**config.mk**
```make
export PLATFORM = sky130hd
export DESIGN_NAME = fir_sample_packer_flat
export DESIGN_NICKNAME = d
export VERILOG_FILES = /design/src/rtl/fir_sample_packer_if.sv /design/src/rtl/fir_sample_packer.sv /design/src/flat_wrapper.sv
export SDC_FILE = /design/constraint.sdc
export NUM_CORES = 1
export LEC_CHECK = 0
export ABC_AREA = 1
export ABC_CLOCK_PERIOD_IN_PS = 6700
export CORE_MARGIN = 2
export CORE_UTILIZATION = 28
export DETAILED_ROUTE_END_ITERATION = 12
export PLACE_DENSITY_LB_ADDON = 0.2
export SYNTH_ARGS = -nofsm -noshare
export SYNTH_HDL_FRONTEND = slang
export SYNTH_SLANG_ARGS = --single-unit
```
**constraint.sdc**
```tcl
create_clock -name clk -period 6.7 [get_ports clk]
set_clock_uncertainty 0.05 [all_clocks]
set_input_delay 1.34 -clock clk [delete_from_list [all_inputs] [get_ports clk]]
set_output_delay 1.34 -clock clk [all_outputs]
set_load 0.005 [all_outputs]
```
**src/rtl/fir_sample_packer_if.sv**
```systemverilog
// Sample stream from the byte packer to the FIR core's x input.
// The producer drives data and valid; the consumer drives ready.
interface fir_sample_packer_if;
  logic [31:0] s_dat;
  logic        s_vld;
  logic        s_rdy;

  modport master (output s_dat, output s_vld, input s_rdy);
  modport slave  (input s_dat, input s_vld, output s_rdy);
endinterface

```
**src/rtl/fir_sample_packer.sv**
```systemverilog
// Packs strobed pin bytes into little-endian 32-bit samples.
// Samples are buffered in a 2-entry FIFO in front of the FIR core, with pin-timeout and overflow handling.
module fir_sample_packer #(
  parameter int BYTES_PER_SAMPLE = 4,
  parameter bit SIGN_EXTEND      = 1'b1,
  parameter int TIMEOUT_CYC      = 255,
  parameter int SYNC_STAGES      = 2
) (
  input  logic                 clk,
  input  logic                 rst,
  input  logic [7:0]           byte_in,
  input  logic                 byte_stb,
  input  logic                 flush,
  fir_sample_packer_if.master  s,
  output logic                 overflow,
  output logic                 busy,
  output logic [1:0]           byte_cnt
);

  localparam int         TMR_W     = $clog2(TIMEOUT_CYC + 1);
  localparam int         WORD_BITS = 8 * BYTES_PER_SAMPLE;
  localparam logic [1:0] LAST_IDX  = 2'(BYTES_PER_SAMPLE - 1);

  typedef enum logic {IDLE, COLLECT} state_t;

  function automatic logic [31:0] extend(input logic [31:0] raw);
    logic [31:0] r;
    r = raw;
    for (int i = WORD_BITS; i < 32; i++)
      r[i] = SIGN_EXTEND ? raw[WORD_BITS-1] : 1'b0;
    return r;
  endfunction

  // ---- synchroniser stages: strobe, data and a post-reset fill marker travel together
  logic [SYNC_STAGES-1:0] stb_p;
  logic [SYNC_STAGES-1:0] vld_p;
  logic [7:0]             dat_p [SYNC_STAGES];
  logic                   stb_prev;
  logic                   cap;
  logic [7:0]             cap_byte;

  always_ff @(posedge clk) begin
    if (rst) begin
      stb_p <= '0;
      vld_p <= '0;
      for (int i = 0; i < SYNC_STAGES; i++) dat_p[i] <= '0;
    end else begin
      stb_p    <= {stb_p[SYNC_STAGES-2:0], byte_stb};
      vld_p    <= {vld_p[SYNC_STAGES-2:0], 1'b1};
      dat_p[0] <= byte_in;
      for (int i = 1; i < SYNC_STAGES; i++) dat_p[i] <= dat_p[i-1];
    end
  end

  // History is pinned high until the chain has flushed its reset zeros, so a strobe
  // held high through reset must be seen low before it can capture again.
  always_ff @(posedge clk) begin
    if (rst) stb_prev <= 1'b1;
    else     stb_prev <= vld_p[SYNC_STAGES-1] ? stb_p[SYNC_STAGES-1] : 1'b1;
  end

  assign cap      = vld_p[SYNC_STAGES-1] & stb_p[SYNC_STAGES-1] & ~stb_prev;
  assign cap_byte = dat_p[SYNC_STAGES-1];

  // ---- assembler stage
  state_t             state_q, state_d;
  logic [1:0]         cnt_q, cnt_d;
  logic [TMR_W-1:0]   timer_q, timer_d;
  logic [31:0]        acc_q, acc_d;
  logic               push;
  logic [31:0]        push_word;

  always_comb begin
    state_d   = state_q;
    cnt_d     = cnt_q;
    timer_d   = timer_q;
    acc_d     = acc_q;
    push      = 1'b0;
    push_word = '0;
    case (state_q)
      IDLE: begin
        if (cap) begin
          acc_d   = {24'b0, cap_byte};
          timer_d = '0;
          if (BYTES_PER_SAMPLE == 1) begin
            push      = 1'b1;
            push_word = extend(acc_d);
          end else begin
            state_d = COLLECT;
            cnt_d   = 2'd1;
          end
        end
      end
      COLLECT: begin
        if (cap) begin
          acc_d[8*cnt_q +: 8] = cap_byte;
          timer_d             = '0;
          if (cnt_q == LAST_IDX) begin
            push      = 1'b1;
            push_word = extend(acc_d);
            cnt_d     = 2'd0;
            state_d   = IDLE;
          end else begin
            cnt_d = cnt_q + 2'd1;
          end
        end else begin
          timer_d = timer_q + 1'b1;
          if (timer_d == TMR_W'(TIMEOUT_CYC)) begin
            timer_d = '0;
            cnt_d   = 2'd0;
            state_d = IDLE;
          end
        end
      end
      default: state_d = IDLE;
    endcase
    if (flush) begin
      state_d = IDLE;
      cnt_d   = 2'd0;
      timer_d = '0;
      push    = 1'b0;
    end
  end

  always_ff @(posedge clk) begin
    if (rst) begin
      state_q <= IDLE;
      cnt_q   <= 2'd0;
      timer_q <= '0;
    end else begin
      state_q <= state_d;
      cnt_q   <= cnt_d;
      timer_q <= timer_d;
    end
  end

  always_ff @(posedge clk) acc_q <= acc_d;

  // ---- output FIFO stage: head register is s_dat, so it holds its value when empty
  logic [1:0]  count_q;
  logic [31:0] head_q, tail_q;
  logic        pop;

  assign pop = (count_q != 2'd0) && s.s_rdy && !flush;

  always_ff @(posedge clk) begin
    if (rst) begin
      count_q  <= 2'd0;
      head_q   <= '0;
      overflow <= 1'b0;
    end else if (flush) begin
      count_q  <= 2'd0;
      overflow <= 1'b0;
    end else begin
      case (count_q)
        2'd0: if (push) begin
          head_q  <= push_word;
          count_q <= 2'd1;
        end
        2'd1: case ({push, pop})
          2'b11:   head_q <= push_word;
          2'b01:   count_q <= 2'd0;
          2'b10: begin
            tail_q  <= push_word;
            count_q <= 2'd2;
          end
          default: ;
        endcase
        2'd2: begin
          if (pop) begin
            head_q <= tail_q;
            if (push) tail_q  <= push_word;
            else      count_q <= 2'd1;
          end else if (push) begin
            overflow <= 1'b1;
          end
        end
        default: count_q <= 2'd0;
      endcase
    end
  end

  assign s.s_dat  = head_q;
  assign s.s_vld  = (count_q != 2'd0);
  assign busy     = (cnt_q != 2'd0) || (count_q != 2'd0);
  assign byte_cnt = cnt_q;

endmodule

```
**src/flat_wrapper.sv**
```systemverilog
// flat-port wrapper written by rule: the top's interface ports become plain ports
module fir_sample_packer_flat 
#(
  parameter int BYTES_PER_SAMPLE = 4,
  parameter bit SIGN_EXTEND      = 1'b1,
  parameter int TIMEOUT_CYC      = 255,
  parameter int SYNC_STAGES      = 2
)
  (clk, rst, byte_in, byte_stb, flush, overflow, busy, byte_cnt, s_s_dat, s_s_vld, s_s_rdy);
  fir_sample_packer_if s_i ();
  input  logic clk;
  input  logic rst;
  input  logic [7:0] byte_in;
  input  logic byte_stb;
  input  logic flush;
  output logic overflow;
  output logic busy;
  output logic [1:0] byte_cnt;
  output wire logic [$bits(s_i.s_dat)-1:0] s_s_dat;
  output wire logic [$bits(s_i.s_vld)-1:0] s_s_vld;
  input wire logic [$bits(s_i.s_rdy)-1:0] s_s_rdy;
  assign s_s_dat = s_i.s_dat;
  assign s_s_vld = s_i.s_vld;
  assign s_i.s_rdy = s_s_rdy;
  fir_sample_packer #(.BYTES_PER_SAMPLE(BYTES_PER_SAMPLE), .SIGN_EXTEND(SIGN_EXTEND), .TIMEOUT_CYC(TIMEOUT_CYC), .SYNC_STAGES(SYNC_STAGES)) u_core (.clk(clk), .rst(rst), .byte_in(byte_in), .byte_stb(byte_stb), .flush(flush), .s(s_i), .overflow(overflow), .busy(busy), .byte_cnt(byte_cnt));
endmodule
```
==> results.md <==
* Clock share of power at 51.4%
* Final Hold Viols at 0
* GRT Total Usage at 13.04%
* Drt drc at 0
* Status: finished clean
* Worst min path class: flop to flop
* Sequential power share at 47.0%
* IO Port Bufs at 49
* Cells after synthesis at 680
* Gpl congestion at 0.7678
* Slew Limit Fails at 0
* Bufs on Longest Clock Path at 2
* Clk_lat worst skew at 410 ps
* Switching power at 0.0003335 W
* Antenna Nets Post-Route at 0
* DP HPWL at 8481 um
* R2R cell count at 11
* CTS tree: built
* Lkg Pwr at 2.925 nW
* Slew Limit Headroom at 25.98%
* Initial antenna violation count at 0
* Worst r2r dst: u_core.s.s_dat[6]$_SDFFE_PP0P_
* FF+latch count, synth at 123
* # rows at 50
* Sw Share at 19.88%
* CP endpoint kind: output port
* Comb power frac at 1.5%
* Core area at 18830 um^2
* Placed Instances at 963
* H-Tree Depth at 4
* Worst Path Class, Setup: flop to output port
* Die Area at 20500 um^2
* Hold Path Depth at 2
* Post-synth top area cell: edfxtp_1
* Final Critical Period at 3664 ps
* Maxcap violations at 0
* Flop-to-flop setup slack at 3880 ps
* Layout Nets at 742
* Clock buffer count from CTS at 17
* Starting Density at 28.80%
* Period utilisation layout at 54.69%
* Area contributors post-synth: edfxtp_1, dfxtp_1, nand2_1
* Footprint of the multi-input gates at 1901 um^2
* Most frequent cells in the layout: nand2_1, nor2_1, inv_1
* Setup repair after global routing missed its margin: false
* CP Capture Point: busy
* Fillcell total at 1974
* Post-Layout Cell Count at 995
* # diodes at 0
* CP max FO at 16
* Pwr Density at 251.1 nW/um^2
* Iteration-0 DRC Markers at 293
* Setup bufs post-CTS at 0
* Seq/Total Area, Yosys at 55.75%
* Fmax at 272.9 MHz
* Clock slew at reported path FFs at 50 ps
* Fin Setup TNS at 0 ps
* Chip width at 143.2 um
* Clock sinks at 123
* Max VDD drop at 0.1534 mV
* Routed WL at 12410 um
* Gr ovfl total at 0
* Vias in the first global route at 4272
* Synth Area per Inst at 7.975 um^2
* Crit path arrival time at 2270 ps
* Nature of the critical path startpoint: flop
* Drt first pass iters at 4
* R2r startpoint: u_core.byte_cnt[0]$_SDFFE_PP0P_
* WP data required at 5310 ps
* Layout cells sized above 1 at 5.306%
* Vias/cell at 4.292
* Total number of vias at 4271
* Synthesis-to-finish area growth at 23.19%
* First-pass GRT wire length at 20710 um
* Cell area after synthesis at 5423 um^2
* FF/Latch Area at 3023 um^2
* Synthesized net count at 700
* Most common cell after layout, fill and taps aside: nand2_1
* Post-CTS Hold Fix Bufs at 0
* CP Launch Point: u_core.byte_cnt[0]$_SDFFE_PP0P_
* Synth unique cells at 26
* Clk root buf: clkbuf_16
* Routed len/inst at 12.47 um
* Final setup violation count at 0
* # IOs at 50
* Pin count of the biggest net entering global routing at 37
* Post-cts gate resize count at 0
* Die H at 143.2 um
* Synthesis warning total at 0
* Area share of the largest cell type after synthesis at 31.01%
* Worst Tran Pin Value at 1109 ps
* Pint at 0.001344 W
==> routing by layer <==
layer  part of all wire, %  up-vias  global-route usage, %
met3                   4.5       10                  3.655
met2                    45       79                  20.62
met5                     0        -                      0
li1                      -     2224                      -
met4                   1.4        0                  5.680
met1                    49     1958                  16.62
==> how the worst min path moves through the flow <==
stage / start / end
final: u_core.dat_p[0][1]$_SDFF_PP0_ / u_core.dat_p[0][9]$_SDFF_PP0_
after floorplan: u_core.vld_p[1]$_SDFF_PP0_ / u_core.stb_prev$_SDFF_PP1_
after detailed placement: u_core.vld_p[1]$_SDFF_PP0_ / u_core.stb_prev$_SDFF_PP1_
after global placement: u_core.vld_p[1]$_SDFF_PP0_ / u_core.stb_prev$_SDFF_PP1_
after CTS: u_core.vld_p[1]$_SDFF_PP0_ / u_core.stb_prev$_SDFF_PP1_
after global routing: u_core.dat_p[0][1]$_SDFF_PP0_ / u_core.dat_p[0][9]$_SDFF_PP0_
==> flip-flops by register name, indices dropped and copies added (netlist names) <==
signal	cells
u_core.dat_p	16
u_core.overflow	1
u_core.tail_q	32
u_core.count_q	2
u_core.byte_cnt	2
u_core.state_q	1
u_core.stb_p	2
u_core.vld_p	2
u_core.timer_q	8
u_core.s.s_dat	32
u_core.acc_q	24
u_core.stb_prev	1
==> stage by stage <==
stage	hold WS (ps)	util (%)	power, W	setup WS [ps]	area (um^2)
floorplan	329.4	-	0.0008173	2175	5423
global placement	340.1	32.47	0.0008301	3124	6115
detailed placement	342.3	32.47	0.0008307	3080	6115
CTS	355.5	35.48	0.001700	3016	6680
global route	366.6	35.48	0.001741	2854	6680
finish	356.2	35.48	0.001677	3036	6680
==> cell type report <==
cell class | instances | share of cell area, %
sequential | 123 | 45.25
clock inverter | 5 | 0.4308
tap | 260 | 4.870
clock buffer | 27 | 8.035
timing repair buffer | 51 | 7.567
multi-input combinational | 433 | 28.45
inverter | 96 | 5.394
==> Yosys cell counts, drive strengths merged <==
cell type  count
edfxtp        56
a31oi          1
nor2         151
inv           96
nor3           3
nand3         17
ha             7
o21bai         2
nand2        160
nand4          7
dfxtp         67
o22ai          9
a211oi         1
buf           12
nand3b         3
o21ai         59
a21oi         13
clkbuf        16
==> power by group through the flow <==
stage	Combinational [W]	Sequential, W	Clock [W]
finish	0.0000258	0.000789	0.000863
global route	0.0000295	0.000789	0.000923
CTS	0.0000262	0.000789	0.000885
detailed placement	0.0000262	0.000804	0
global placement	0.0000257	0.000804	0
floorplan	0.0000146	0.000803	0
==> cells by family (layout without fill, tap and decap cells) <==
family	Yosys count	in the layout	synth area share, %
AOI/OAI and AO/OA	85	85	8.214
DFF	123	123	55.75
adders and majority gates	7	7	1.615
buffers and inverters	124	179	9.345
and+or+nand+nor	341	341	25.08
==> critical path, cell delays in order, from the launching register on <==
cell and delay (ps):
dfxtp_1 680, inv_1 220, ha_1 340, nand3_1 110, clkdlybuf4s50_1 500
(Power assumes the default switching activity.)
